File: config.mk
export PLATFORM = sky130hd
export DESIGN_NAME = alu_arbiter
export DESIGN_NICKNAME = d
export VERILOG_FILES = /design/src/rtl/alu_arbiter.sv
export SDC_FILE = /design/constraint.sdc
export NUM_CORES = 1
export LEC_CHECK = 0
export CAP_MARGIN = 25
export CORE_MARGIN = 2
export CORE_UTILIZATION = 40
export CTS_CLUSTER_SIZE = 16
export DETAILED_ROUTE_END_ITERATION = 8
export MAX_ROUTING_LAYER = met4
export PLACE_DENSITY = 0.76
export SYNTH_ARGS = -nofsm -noshare
export SYNTH_HDL_FRONTEND = slang
export SYNTH_SLANG_ARGS = --single-unit
File: constraint.sdc
create_clock -name clk -period 4.15 [get_ports clk]
set_input_delay 0.83 -clock clk [delete_from_list [all_inputs] [get_ports clk]]
set_output_delay 0.83 -clock clk [all_outputs]
set_load 0.05 [all_outputs]
File: src/rtl/alu_arbiter.sv
`default_nettype none
// ============================================================================
// Module   : alu_arbiter (with internal alu)
// Purpose  : Round-robin sharing of one registered alu between two requesters;
//            optional per-requester grant counters under ALU_ARBITER_STATS_EN.
// Revision : 1.0
// ============================================================================

module alu #(
    parameter int WIDTH = 8,
    parameter int SHIFT = 3
) (
    input  logic [1:0]       operation_i,
    input  logic [WIDTH-1:0] x_i,
    input  logic [WIDTH-1:0] y_i,
    input  logic [SHIFT-1:0] shamt_i,
    output logic [WIDTH-1:0] result_o,
    output logic             zero_o
);
    // 00 add, 01 subtract, 10 bitwise and, 11 shift x left by shamt
    always_comb begin
        result_o = '0;
        case (operation_i)
            2'b00:   result_o = x_i + y_i;
            2'b01:   result_o = x_i - y_i;
            2'b10:   result_o = x_i & y_i;
            default: result_o = x_i << shamt_i;
        endcase
    end

    assign zero_o = (result_o == '0);
endmodule

module alu_arbiter #(
    parameter int WIDTH = 8,
    parameter int SHIFT = 3
) (
    input  logic             clk,
    input  logic             rst,
    input  logic             req0_valid,
    output logic             req0_ready,
    input  logic [1:0]       req0_operation,
    input  logic [WIDTH-1:0] req0_x,
    input  logic [WIDTH-1:0] req0_y,
    input  logic [SHIFT-1:0] req0_shamt,
    input  logic             req1_valid,
    output logic             req1_ready,
    input  logic [1:0]       req1_operation,
    input  logic [WIDTH-1:0] req1_x,
    input  logic [WIDTH-1:0] req1_y,
    input  logic [SHIFT-1:0] req1_shamt,
    output logic             rsp_valid,
    input  logic             rsp_ready,
    output logic             rsp_src,
    output logic [WIDTH-1:0] rsp_result,
    output logic             rsp_zero
`ifdef ALU_ARBITER_STATS_EN
    ,
    output logic [15:0]      grant_cnt0,
    output logic [15:0]      grant_cnt1
`endif
);
    typedef enum logic [1:0] {
        S_IDLE = 2'd0,
        S_EXEC = 2'd1,
        S_RESP = 2'd2
    } state_t;

    state_t           state_q;
    logic             prio_q;
    logic             src_q;
    logic [1:0]       op_q;
    logic [WIDTH-1:0] x_q;
    logic [WIDTH-1:0] y_q;
    logic [SHIFT-1:0] shamt_q;
    logic             rsp_valid_q;
    logic             rsp_src_q;
    logic [WIDTH-1:0] rsp_result_q;
    logic             rsp_zero_q;

    logic             grant;
    logic             handshake;
    logic [WIDTH-1:0] alu_result;
    logic             alu_zero;

    always_comb begin
        grant = 1'b0;
        if (req0_valid && req1_valid) begin
            grant = prio_q;
        end else if (req1_valid) begin
            grant = 1'b1;
        end
    end

    // Ready is withheld during reset and whenever a command is in flight
    assign req0_ready = !rst && (state_q == S_IDLE) && req0_valid && !grant;
    assign req1_ready = !rst && (state_q == S_IDLE) && req1_valid && grant;
    assign handshake  = req0_ready || req1_ready;

    alu #(
        .WIDTH (WIDTH),
        .SHIFT (SHIFT)
    ) u_alu (
        .operation_i (op_q),
        .x_i         (x_q),
        .y_i         (y_q),
        .shamt_i     (shamt_q),
        .result_o    (alu_result),
        .zero_o      (alu_zero)
    );

    always_ff @(posedge clk) begin
        if (rst) begin
            state_q      <= S_IDLE;
            prio_q       <= 1'b0;
            src_q        <= 1'b0;
            op_q         <= '0;
            x_q          <= '0;
            y_q          <= '0;
            shamt_q      <= '0;
            rsp_valid_q  <= 1'b0;
            rsp_src_q    <= 1'b0;
            rsp_result_q <= '0;
            rsp_zero_q   <= 1'b0;
        end else begin
            case (state_q)
                S_IDLE: begin
                    if (handshake) begin
                        op_q    <= grant ? req1_operation : req0_operation;
                        x_q     <= grant ? req1_x         : req0_x;
                        y_q     <= grant ? req1_y         : req0_y;
                        shamt_q <= grant ? req1_shamt     : req0_shamt;
                        src_q   <= grant;
                        prio_q  <= ~grant;
                        state_q <= S_EXEC;
                    end
                end
                S_EXEC: begin
                    rsp_result_q <= alu_result;
                    rsp_zero_q   <= alu_zero;
                    rsp_src_q    <= src_q;
                    rsp_valid_q  <= 1'b1;
                    state_q      <= S_RESP;
                end
                S_RESP: begin
                    if (rsp_ready) begin
                        rsp_valid_q <= 1'b0;
                        state_q     <= S_IDLE;
                    end
                end
                default: state_q <= S_IDLE;
            endcase
        end
    end

    assign rsp_valid  = rsp_valid_q;
    assign rsp_src    = rsp_src_q;
    assign rsp_result = rsp_result_q;
    assign rsp_zero   = rsp_zero_q;

`ifdef ALU_ARBITER_STATS_EN
    logic [15:0] cnt0_q;
    logic [15:0] cnt1_q;

    // Counters stick at all-ones rather than wrapping
    always_ff @(posedge clk) begin
        if (rst) begin
            cnt0_q <= '0;
            cnt1_q <= '0;
        end else begin
            if (req0_ready && (cnt0_q != 16'hFFFF)) begin
                cnt0_q <= cnt0_q + 16'd1;
            end
            if (req1_ready && (cnt1_q != 16'hFFFF)) begin
                cnt1_q <= cnt1_q + 16'd1;
            end
        end
    end

    assign grant_cnt0 = cnt0_q;
    assign grant_cnt1 = cnt1_q;
`endif
endmodule

`default_nettype wire
==> metrics.yaml, run 1 <==
status: "finished, final reports clean"
max_freq_ghz: 0.3565
slowest_delay_ns: 0.48
die_y_um: 78.07
path_clk_slew_ns: 0.08
viasPerCell: 5.675
grt_usage: 0.2040
nFillCells: 479
rsz0062_at_grt: "no"
tns_ns: 0
std_cell_rows: 26
end_kind: "register"
core-area_mm2: 0.005205
synth_cell_types: 47
path_max_fanout: 8
drive_gt1_frac: 0.07372
power_density_mw_per_mm2: 400.2
p_int_mw: 0.7663
worstHoldPathType: "register to register"
grt_pass1_vias: 2045
ioPinCount: 60
yosys-top-cells-area: "dfxtp_1 33%, a222oi_1 9.6%, nor2_1 8.4%, ha_1 5.1%, xnor2_1 4.4%"
gp_congestion: 0.9384
numCtsBuffers: 5
crit_chain: "nor2b_1, mux2i_1, fa_1, a32o_1, a21oi_1, o311ai_0, nor3_1, a41o_1"
p_sw_mw: 0.4119
drv_cap: 0
place_hpwl_mm: 4.148
crit_slowest_cell: "nor2b_1"
dr_total_vias: 2168
postPlaceCellArea_mm2: 0.002833
cts_htree_levels: 2
ys_ff_latch: 36
p_sw_frac: 0.3496
crit_family: "compound AO/OA/AOI/OAI gates"
p_total_mw: 1.178
syn2layout_area_growth_pct: 34.15
cp-start-kind: "register"
timing.final.crit_period_ns: 2.805
clk_latency_ns: 0.30
grt_first_pass_wirelength_mm: 9.687
cts_tree: "built"
use_met2: 0.3310
ctsResizeCount: 0
pwr-share-seq: 0.352
use_met3: 0.03218
avgSynthCellArea_um2: 8.441
clk_path_buf_depth: 2
wl_per_cell_um: 15.32
synth_top_area_cell: "dfxtp_1"
cp-startpoint: "op_q[0]$_SDFFE_PP0P_"
grt_max_degree: 36
start_util: 0.4216
worst_slew_pin_slew_ns: 0.5692
arrival_ns: 3.05
path_buf_inv: 0
required_ns: 4.39
setup_viol: 0
firstDrtPassIters: 7
hold_viol: 0
yosysWarnings: 0
synth_edf_count: 0
drtIter0Drc: 202
antennaDiodeCount: 0
hold_start: "rsp_result[3]$_SDFFE_PP0P_"
p_comb_frac: 0.385
dieArea_mm2: 0.006095
antenna_found_initial: 0
fp.dieW_um: 78.07
holdBufCountCts: 0
clkSinkCount: 36
leakage_nw: 1.111
syn_inst: 260
synth_top_area_frac: 0.3284
vdd_drop_max_v: 0.0002135
drtAntennaViolNets: 0
fin_crit_sh: 0.6760
synthArstFlopShare: 0
root_buffer: "clkbuf_8"
grtUsageMet1: 0.2545
stdcell_area_mm2: 0.002944
slew_headroom: 0.6197
critPathKind: "register to register"
fin_ws_ns: 1.345
skew_ns: 0.006267
ys.flop_type: "dfxtp_1"
slew_viol_final: 0
p_clk_frac: 0.264
seq_area_frac_synth: 0.3284
cts_post_setup_buffers_inserted: 0
top_usage_layer: "met2"
synth_area_mm2: 0.002195
pre_cts_ws_ns: 1.363
totalWireLength_mm: 5.854
gr-total-overflow: 0
drc: 0
r2r_start: "op_q[0]$_SDFFE_PP0P_"
synth_most_common_cell: "nor2_1"
final_nets: 368
holdWs_ns: 0.4946
synth_commonest_cells: "49 x nor2_1, 36 x dfxtp_1, 21 x a222oi_1, 15 x a21oi_1, 14 x clkbuf_1"
syn-num-nets: 317
portBuffers: 59
==> final timing paths <==
path,cells past startpoint,slack [ns],end
worst min register to register,2,0.49,rsp_result[3]$_SDFFE_PP0P_
worst max-delay path,8,1.34,rsp_zero$_SDFFE_PP0P_
worst min-delay path,2,0.49,rsp_result[3]$_SDFFE_PP0P_
worst max register to register,8,1.34,rsp_zero$_SDFFE_PP0P_
==> worst min-delay path: cells and delay by family, from the launching register on <==
family | cells | cell delay, ns
multiplexers | 1 | 0.06
flip-flops | 1 | 0.33
AND/OR/NAND/NOR | 1 | 0.07
==> final cells by class <==
type | instances | area (µm²) | share of cell area
multi-input cells | 194 | 1339 | 0.4547
flip-flops and latches | 36 | 720.7 | 0.2448
repair buffers | 64 | 648.1 | 0.2201
well taps | 70 | 87.58 | 0.02975
clock buffers | 5 | 68.82 | 0.02337
clock inverters | 3 | 42.54 | 0.01445
inverters | 10 | 37.54 | 0.01275
==> state kept, by name, summed over array words and instances (netlist names), 2 cells and up <==
| signal | flops |
|---|---|
| op_q | 2 |
| rsp_result | 8 |
| shamt_q | 3 |
| state_q | 2 |
| x_q | 8 |
| y_q | 8 |
==> power by group through the flow <==
stage	Combinational (mW)	Clock, mW	Sequential, mW
2_1_floorplan	0.285	0	0.448
5_1_grt	0.493	0.328	0.419
3_3_place_gp	0.443	0	0.420
4_1_cts	0.453	0.318	0.414
6_report	0.453	0.311	0.414
3_5_place_dp	0.450	0	0.421
==> per-stage QoR <==
step                cells  utilization
finish                382       0.5656
global route          382       0.5656
CTS                   382       0.5656
detailed placement    374       0.5442
global placement      374       0.5442
floorplan             260            -
==> cells in the final DEF, fill, tap and decap left out, types with 3 or more instances in the layout <==
cell              n
dfxtp_1          36
clkdlybuf4s50_1  57
nor3_1            6
ha_1              9
nand2b_1          7
a21oi_1          15
a222oi_1         21
inv_1            10
a31oi_1           3
mux2_4            3
nor2_1           49
buf_4             5
nand2_1           9
nor3b_1           3
mux2i_1           8
nor2b_1           4
a211oi_1          4
o21ai_0           4
clkbuf_8          5
nand3_1           8
xnor2_1          11
==> routing by layer <==
metal / vias to the layer above / part of all wire
met4: 0 / 0.017
met5: - / 0
met2: 81 / 0.46
li1: 1069 / -
met1: 1010 / 0.46
met3: 8 / 0.061
==> cell families after synthesis <==
group	share of synthesized area
and+or+nand+nor	0.1944
AOI/OAI and AO/OA	0.2298
DFF	0.3284
buffers and inverters	0.06157
muxes	0.07754
xor gates and xnor gates	0.04789
adders and majority gates	0.06043
Note: power is estimated with default switching activity, not from simulation.
==> run 2, diff against run 1 <==
==> constraint.sdc (replaced) <==
create_clock -name clk -period 2.9 [get_ports clk]
set_input_delay 0.58 -clock clk [delete_from_list [all_inputs] [get_ports clk]]
set_output_delay 0.58 -clock clk [all_outputs]
set_load 0.05 [all_outputs]
==> run 2 against run 1 <==
  * Die area is the same
  * Design area hardly changed
  * Clock-buffer cell count increased by 2
  * Global-route usage fell by 0.055 points
  * Largest cell class unchanged
==> metrics.yaml, run 2 (synthesized netlist as in run 1, its figures left out) <==
status: "finished, final reports clean"
cp-start-kind: "register"
required_ns: 3.13  # -1.26 ns
p_clk_frac: 0.230  # -0.034
power_density_mw_per_mm2: 548.8  # +37%
gp_congestion: 0.8987  # -4.2%
clkSinkCount: 36  # unchanged
firstDrtPassIters: 6  # -1
grt_first_pass_wirelength_mm: 9.756  # +0.71%
setup_viol: 0  # unchanged
cts_tree: "built"
p_comb_frac: 0.405  # +0.020
drive_gt1_frac: 0.07643  # +0.002715
drv_cap: 0  # unchanged
layout_common_cells: "57 x clkdlybuf4s50_1, 49 x nor2_1, 36 x dfxtp_1"
hold_start: "rsp_result[1]$_SDFFE_PP0P_"
tns_ns: 0  # unchanged
p_total_mw: 1.614  # +37%
p_int_mw: 1.038  # +35%
dr_total_vias: 2170  # +0.092%
whs_path_depth: 2  # unchanged
clk_path_buf_depth: 2  # unchanged
gr-total-overflow: 0  # unchanged
max_freq_ghz: 0.3651  # +2.4%
drc: 0  # unchanged
timing.final.crit_period_ns: 2.739  # -0.06663 ns
hold-path-endpoint: "rsp_result[1]$_SDFFE_PP0P_"
p_sw_mw: 0.5762  # +40%
std_cell_rows: 26  # unchanged
crit_slowest_cell: "dfxtp_1"
end_kind: "register"
hold_viol: 0  # unchanged
cts_htree_levels: 2  # unchanged
r2r-end: "rsp_zero$_SDFFE_PP0P_"
fin_crit_sh: 0.9444  # +0.2684
r2r_cells: 9  # +1
crit_chain: "nor2b_1, buf_4, mux2i_1, fa_1, a32o_1, a21oi_1, o311ai_0, nor3_1, a41o_1"
start_util: 0.4216  # unchanged
drtIter0Drc: 221  # +9.4%
p_sw_frac: 0.3570  # +0.007352
ioPinCount: 60  # unchanged
crit_family: "compound AO/OA/AOI/OAI gates"
dieArea_mm2: 0.006095  # unchanged
grt_max_degree: 36  # unchanged
viasPerCell: 5.651  # -0.43%
skew_ns: 0.005280  # -0.0009872 ns
die_y_um: 78.07  # unchanged
root_buffer: "clkbuf_8"
clk_latency_ns: 0.28  # -0.02 ns
totalWireLength_mm: 5.818  # -0.61%
holdBufCountCts: 0  # unchanged
path_buf_inv: 1  # +1
arrival_ns: 2.97  # -0.08 ns
worstHoldPathType: "register to register"
grt_usage: 0.2035  # -0.0005516
ctsResizeCount: 0  # unchanged
portBuffers: 59  # unchanged
reg2reg_slack_ns: 0.16  # -1.18 ns
critPathKind: "register to register"
path_max_fanout: 8  # unchanged
wl_per_cell_um: 15.15  # -1.1%
slowest_delay_ns: 0.48  # about the same
leakage_nw: 1.112  # about the same
slew_viol_final: 0  # unchanged
slew_headroom: 0.6059  # -0.01382
antennaDiodeCount: 0  # unchanged
syn2layout_area_growth_pct: 34.04  # about the same
antenna_found_initial: 0  # unchanged
final_common_cell: "clkdlybuf4s50_1"
drtAntennaViolNets: 0  # unchanged
numCtsBuffers: 5  # unchanged
final_nets: 370  # +0.54%
r2r_start: "op_q[0]$_SDFFE_PP0P_"
core-area_mm2: 0.005205  # unchanged
fp.dieW_um: 78.07  # unchanged
place_hpwl_mm: 4.292  # +3.5%
vdd_drop_max_v: 0.0002981  # +40%
worst_slew_pin_slew_ns: 0.5866  # +0.01739 ns
cts_post_setup_buffers_inserted: 0  # unchanged
grt_pass1_vias: 2029  # -0.78%
pwr-share-seq: 0.364  # +0.012
path_clk_slew_ns: 0.07  # about the same
rsz0062_at_grt: "no"
[run 2: cell types whose count changed in the layout (fill, tap and decap cells not counted), sizes merged]
cell    change
bufinv      -1
buf         +2
clkinv      -1
clkbuf      +2
[run 2: how the worst max path moves through the flow]
stage                                     from               endpoint  slack, ns  cells past startpoint
after floorplan                            rst             req1_ready       0.45                      5
after global placement    op_q[0]$_SDFFE_PP0P_  rsp_zero$_SDFFE_PP0P_       0.19                      9
after detailed placement  op_q[0]$_SDFFE_PP0P_  rsp_zero$_SDFFE_PP0P_       0.21                      9
after CTS                 op_q[0]$_SDFFE_PP0P_  rsp_zero$_SDFFE_PP0P_       0.19                      9
after global routing      op_q[0]$_SDFFE_PP0P_  rsp_zero$_SDFFE_PP0P_       0.02                     11
final                     op_q[0]$_SDFFE_PP0P_  rsp_zero$_SDFFE_PP0P_       0.16                      9
[run 2: final cells by class]
type / instances / area, µm²
fillers: 491 / 2263
multi-input cells: 194 / 1339
flip-flops and latches: 36 / 720.7
repair buffers: 66 / 663.1
well taps: 70 / 87.58
clock buffers: 7 / 86.33
inverters: 10 / 37.54
clock inverters: 1 / 7.507
[run 2: metrics by stage]
stage	std cells	hold slack (ns)	setup slack, ns	util	area, µm²
floorplan	260	0.4607	0.4534	-	2195
global route	384	0.5077	0.02042	0.5651	2942
finish	384	0.4976	0.1612	0.5651	2942
detailed placement	376	0.4805	0.2121	0.5471	2848
CTS	384	0.4979	0.1914	0.5651	2942
global placement	376	0.4747	0.1852	0.5471	2848
[run 2: worst reg2reg max path, stage by stage, from the launching register on]
cell and delay, ns:
dfxtp_1 0.48, nor2b_1 0.23, buf_4 0.18, mux2i_1 0.29, fa_1 0.46, a32o_1 0.22, a21oi_1 0.22, o311ai_0 0.18
nor3_1 0.25, a41o_1 0.19
[run 2: routing by layer]
metal  vias up  track usage  part of all wire  wire length, µm
met2        80       0.3026              0.45             2609
met3         9      0.03563             0.058              337
li1       1070            -                 -                -
met1      1011       0.2801              0.48             2781
met5         -            -                 0                0
met4         0      0.07018             0.015               89
[run 2: power by group through the flow]
| stage | sequential [mW] | combinational (mW) | clock [mW] |
|---|---|---|---|
| 3_3_place_gp | 0.598 | 0.646 | 0 |
| 6_report | 0.588 | 0.654 | 0.372 |
| 5_1_grt | 0.595 | 0.716 | 0.409 |
| 2_1_floorplan | 0.641 | 0.408 | 0 |
| 3_5_place_dp | 0.599 | 0.653 | 0 |
| 4_1_cts | 0.588 | 0.657 | 0.386 |
==> run 3, diff against run 2 <==
--- a/config.mk
+++ b/config.mk
@@ -10,8 +10,9 @@
 export CORE_UTILIZATION = 40
 export CTS_CLUSTER_SIZE = 16
 export DETAILED_ROUTE_END_ITERATION = 8
+export GPL_TIMING_DRIVEN = 1
 export MAX_ROUTING_LAYER = met4
-export PLACE_DENSITY = 0.76
+export PLACE_DENSITY = 0.68
 export SYNTH_ARGS = -nofsm -noshare
 export SYNTH_HDL_FRONTEND = slang
 export SYNTH_SLANG_ARGS = --single-unit
==> run 3 against run 2 <==
  * Clock power about the same
  * Combinational power up 1%
  * Design area unchanged
  * Wire length up 0.79%
  * Critical path depth unchanged
  * Critical path type unchanged
  * Largest cell class unchanged
  * Sequential cell count unchanged
==> metrics.yaml, run 3 (synthesized netlist as in run 1, its figures left out) <==
start_util: 0.4216  # unchanged
antenna_found_initial: 0  # unchanged
firstDrtPassIters: 9  # +3
holdBufCountCts: 0  # unchanged
p_sw_mw: 0.5848  # +1.5%
totalWireLength_mm: 5.864  # +0.79%
rsz0062_at_grt: "no"
crit_chain: "nor2b_1, buf_4, mux2i_1, fa_1, a32o_1, a21oi_1, o311ai_0, nor3_1, a41o_1"
path_buf_inv: 1  # unchanged
layout_common_cells: "57 x clkdlybuf4s50_1, 49 x nor2_1, 36 x dfxtp_1"
portBuffers: 59  # unchanged
cp-startpoint: "op_q[0]$_SDFFE_PP0P_"
fin_crit_sh: 0.9380  # -0.006357
slowest_delay_ns: 0.48  # about the same
final_nets: 370  # unchanged
antennaDiodeCount: 0  # unchanged
wl_per_cell_um: 15.27  # +0.79%
grt_first_pass_wirelength_mm: 10.05  # +3.0%
place_hpwl_mm: 4.333  # +0.96%
slew_headroom: 0.6119  # +0.005932
max_freq_ghz: 0.3676  # +0.68%
numCtsBuffers: 5  # unchanged
dieArea_mm2: 0.006095  # unchanged
arrival_ns: 2.95  # -0.02 ns
p_clk_frac: 0.229  # about the same
root_buffer: "clkbuf_8"
p_int_mw: 1.038  # about the same
cts_tree: "built"
timing.final.crit_period_ns: 2.720  # -0.01844 ns
whs_path_depth: 2  # unchanged
clk_latency_ns: 0.28  # about the same
r2r-end: "rsp_zero$_SDFFE_PP0P_"
skew_ns: 0.002800  # -0.002480 ns
worstHoldPathType: "register to register"
ctsResizeCount: 0  # unchanged
holdWs_ns: 0.4959  # -0.001703 ns
viasPerCell: 5.586  # -1.2%
gp_congestion: 0.9233  # +2.7%
core-area_mm2: 0.005205  # unchanged
drc: 0  # unchanged
grt_usage: 0.2097  # +0.006204
fp.dieW_um: 78.07  # unchanged
tns_ns: 0  # unchanged
crit_family: "compound AO/OA/AOI/OAI gates"
drtIter0Drc: 304  # +38%
cts_post_setup_buffers_inserted: 0  # unchanged
drive_gt1_frac: 0.07643  # unchanged
cp-start-kind: "register"
drv_cap: 0  # unchanged
drtAntennaViolNets: 0  # unchanged
p_total_mw: 1.623  # +0.54%
power_density_mw_per_mm2: 551.7  # +0.54%
die_y_um: 78.07  # unchanged
required_ns: 3.13  # about the same
vdd_drop_max_v: 0.0003398  # +14%
r2r_start: "op_q[0]$_SDFFE_PP0P_"
r2r_cells: 9  # unchanged
leakage_nw: 1.112  # unchanged
ioPinCount: 60  # unchanged
reg2reg_slack_ns: 0.18  # +0.02 ns
crit_slowest_cell: "dfxtp_1"
p_sw_frac: 0.3603  # +0.003364
pwr-share-seq: 0.363  # about the same
path_clk_slew_ns: 0.07  # about the same
crit_path_end: "rsp_zero$_SDFFE_PP0P_"
status: "finished, final reports clean"
worst_slew_pin_slew_ns: 0.5778  # -0.008831 ns
dr_total_vias: 2145  # -1.2%
gr-total-overflow: 0  # unchanged
clk_path_buf_depth: 2  # unchanged
grt_pass1_vias: 2040  # +0.54%
std_cell_rows: 26  # unchanged
hold_viol: 0  # unchanged
setup_viol: 0  # unchanged
clkSinkCount: 36  # unchanged
cts_htree_levels: 2  # unchanged
final_common_cell: "clkdlybuf4s50_1"
grt_max_degree: 36  # unchanged
p_comb_frac: 0.408  # +0.003
end_kind: "register"
slew_viol_final: 0  # unchanged
cp.depth: 9  # unchanged
syn2layout_area_growth_pct: 34.04  # unchanged
path_max_fanout: 8  # unchanged
critPathKind: "register to register"
==> run 3: cell counts in the layout (fill, tap and decap cells not counted) <==
No cell type changed its count.
==> run 3: worst min-delay path by stage <==
stage | endpoint | slack [ns] | from
3_5_place_dp | src_q$_SDFFE_PP0P_ | 0.48 | src_q$_SDFFE_PP0P_
2_1_floorplan | src_q$_SDFFE_PP0P_ | 0.46 | src_q$_SDFFE_PP0P_
5_1_grt | src_q$_SDFFE_PP0P_ | 0.52 | src_q$_SDFFE_PP0P_
6_report | rsp_result[4]$_SDFFE_PP0P_ | 0.50 | rsp_result[4]$_SDFFE_PP0P_
3_3_place_gp | src_q$_SDFFE_PP0P_ | 0.47 | src_q$_SDFFE_PP0P_
4_1_cts | rsp_result[4]$_SDFFE_PP0P_ | 0.50 | rsp_result[4]$_SDFFE_PP0P_
==> run 3: area by class of cell <==
class                           count  area [µm²]
Fill cell                         490        2263
Clock buffer                        7       86.33
Sequential cell                    36       720.7
Clock inverter                      1       7.507
Multi-Input combinational cell    194        1339
Inverter                           10       37.54
Timing Repair Buffer               66       663.1
Tap cell                           70       87.58
==> run 3: tightest hold or removal path: cells and delay by family, from the launching register on <==
family | cells | cell delay, ns
flip-flops | 1 | 0.33
multiplexers | 1 | 0.06
AND/OR/NAND/NOR | 1 | 0.07
==> run 3: power groups by stage <==
stage                     sequential, mW  clock (mW)  combinational [mW]
after floorplan                    0.641           0               0.408
after global placement             0.599           0               0.646
after detailed placement           0.600           0               0.657
after CTS                          0.588       0.385               0.660
after global routing               0.596       0.402               0.723
final                              0.589       0.371               0.663
==> run 3: layer usage <==
metal / GRT usage / vias to the layer above / routed length [µm]
met5: - / - / 0
met4: 0.06667 / 0 / 85
met3: 0.03333 / 7 / 248
met2: 0.3164 / 68 / 2764
met1: 0.2892 / 1000 / 2766
li1: - / 1070 / -
==> run 3: per-stage QoR <==
stage                       util  setup WS, ns  cells  instance area [µm²]
after floorplan                -        0.4534    260                 2195
final                     0.5651        0.1797    384                 2942
after CTS                 0.5651        0.2070    384                 2942
after global routing      0.5651       0.04337    384                 2942
after detailed placement  0.5471        0.2258    376                 2848
after global placement    0.5471        0.2645    376                 2848
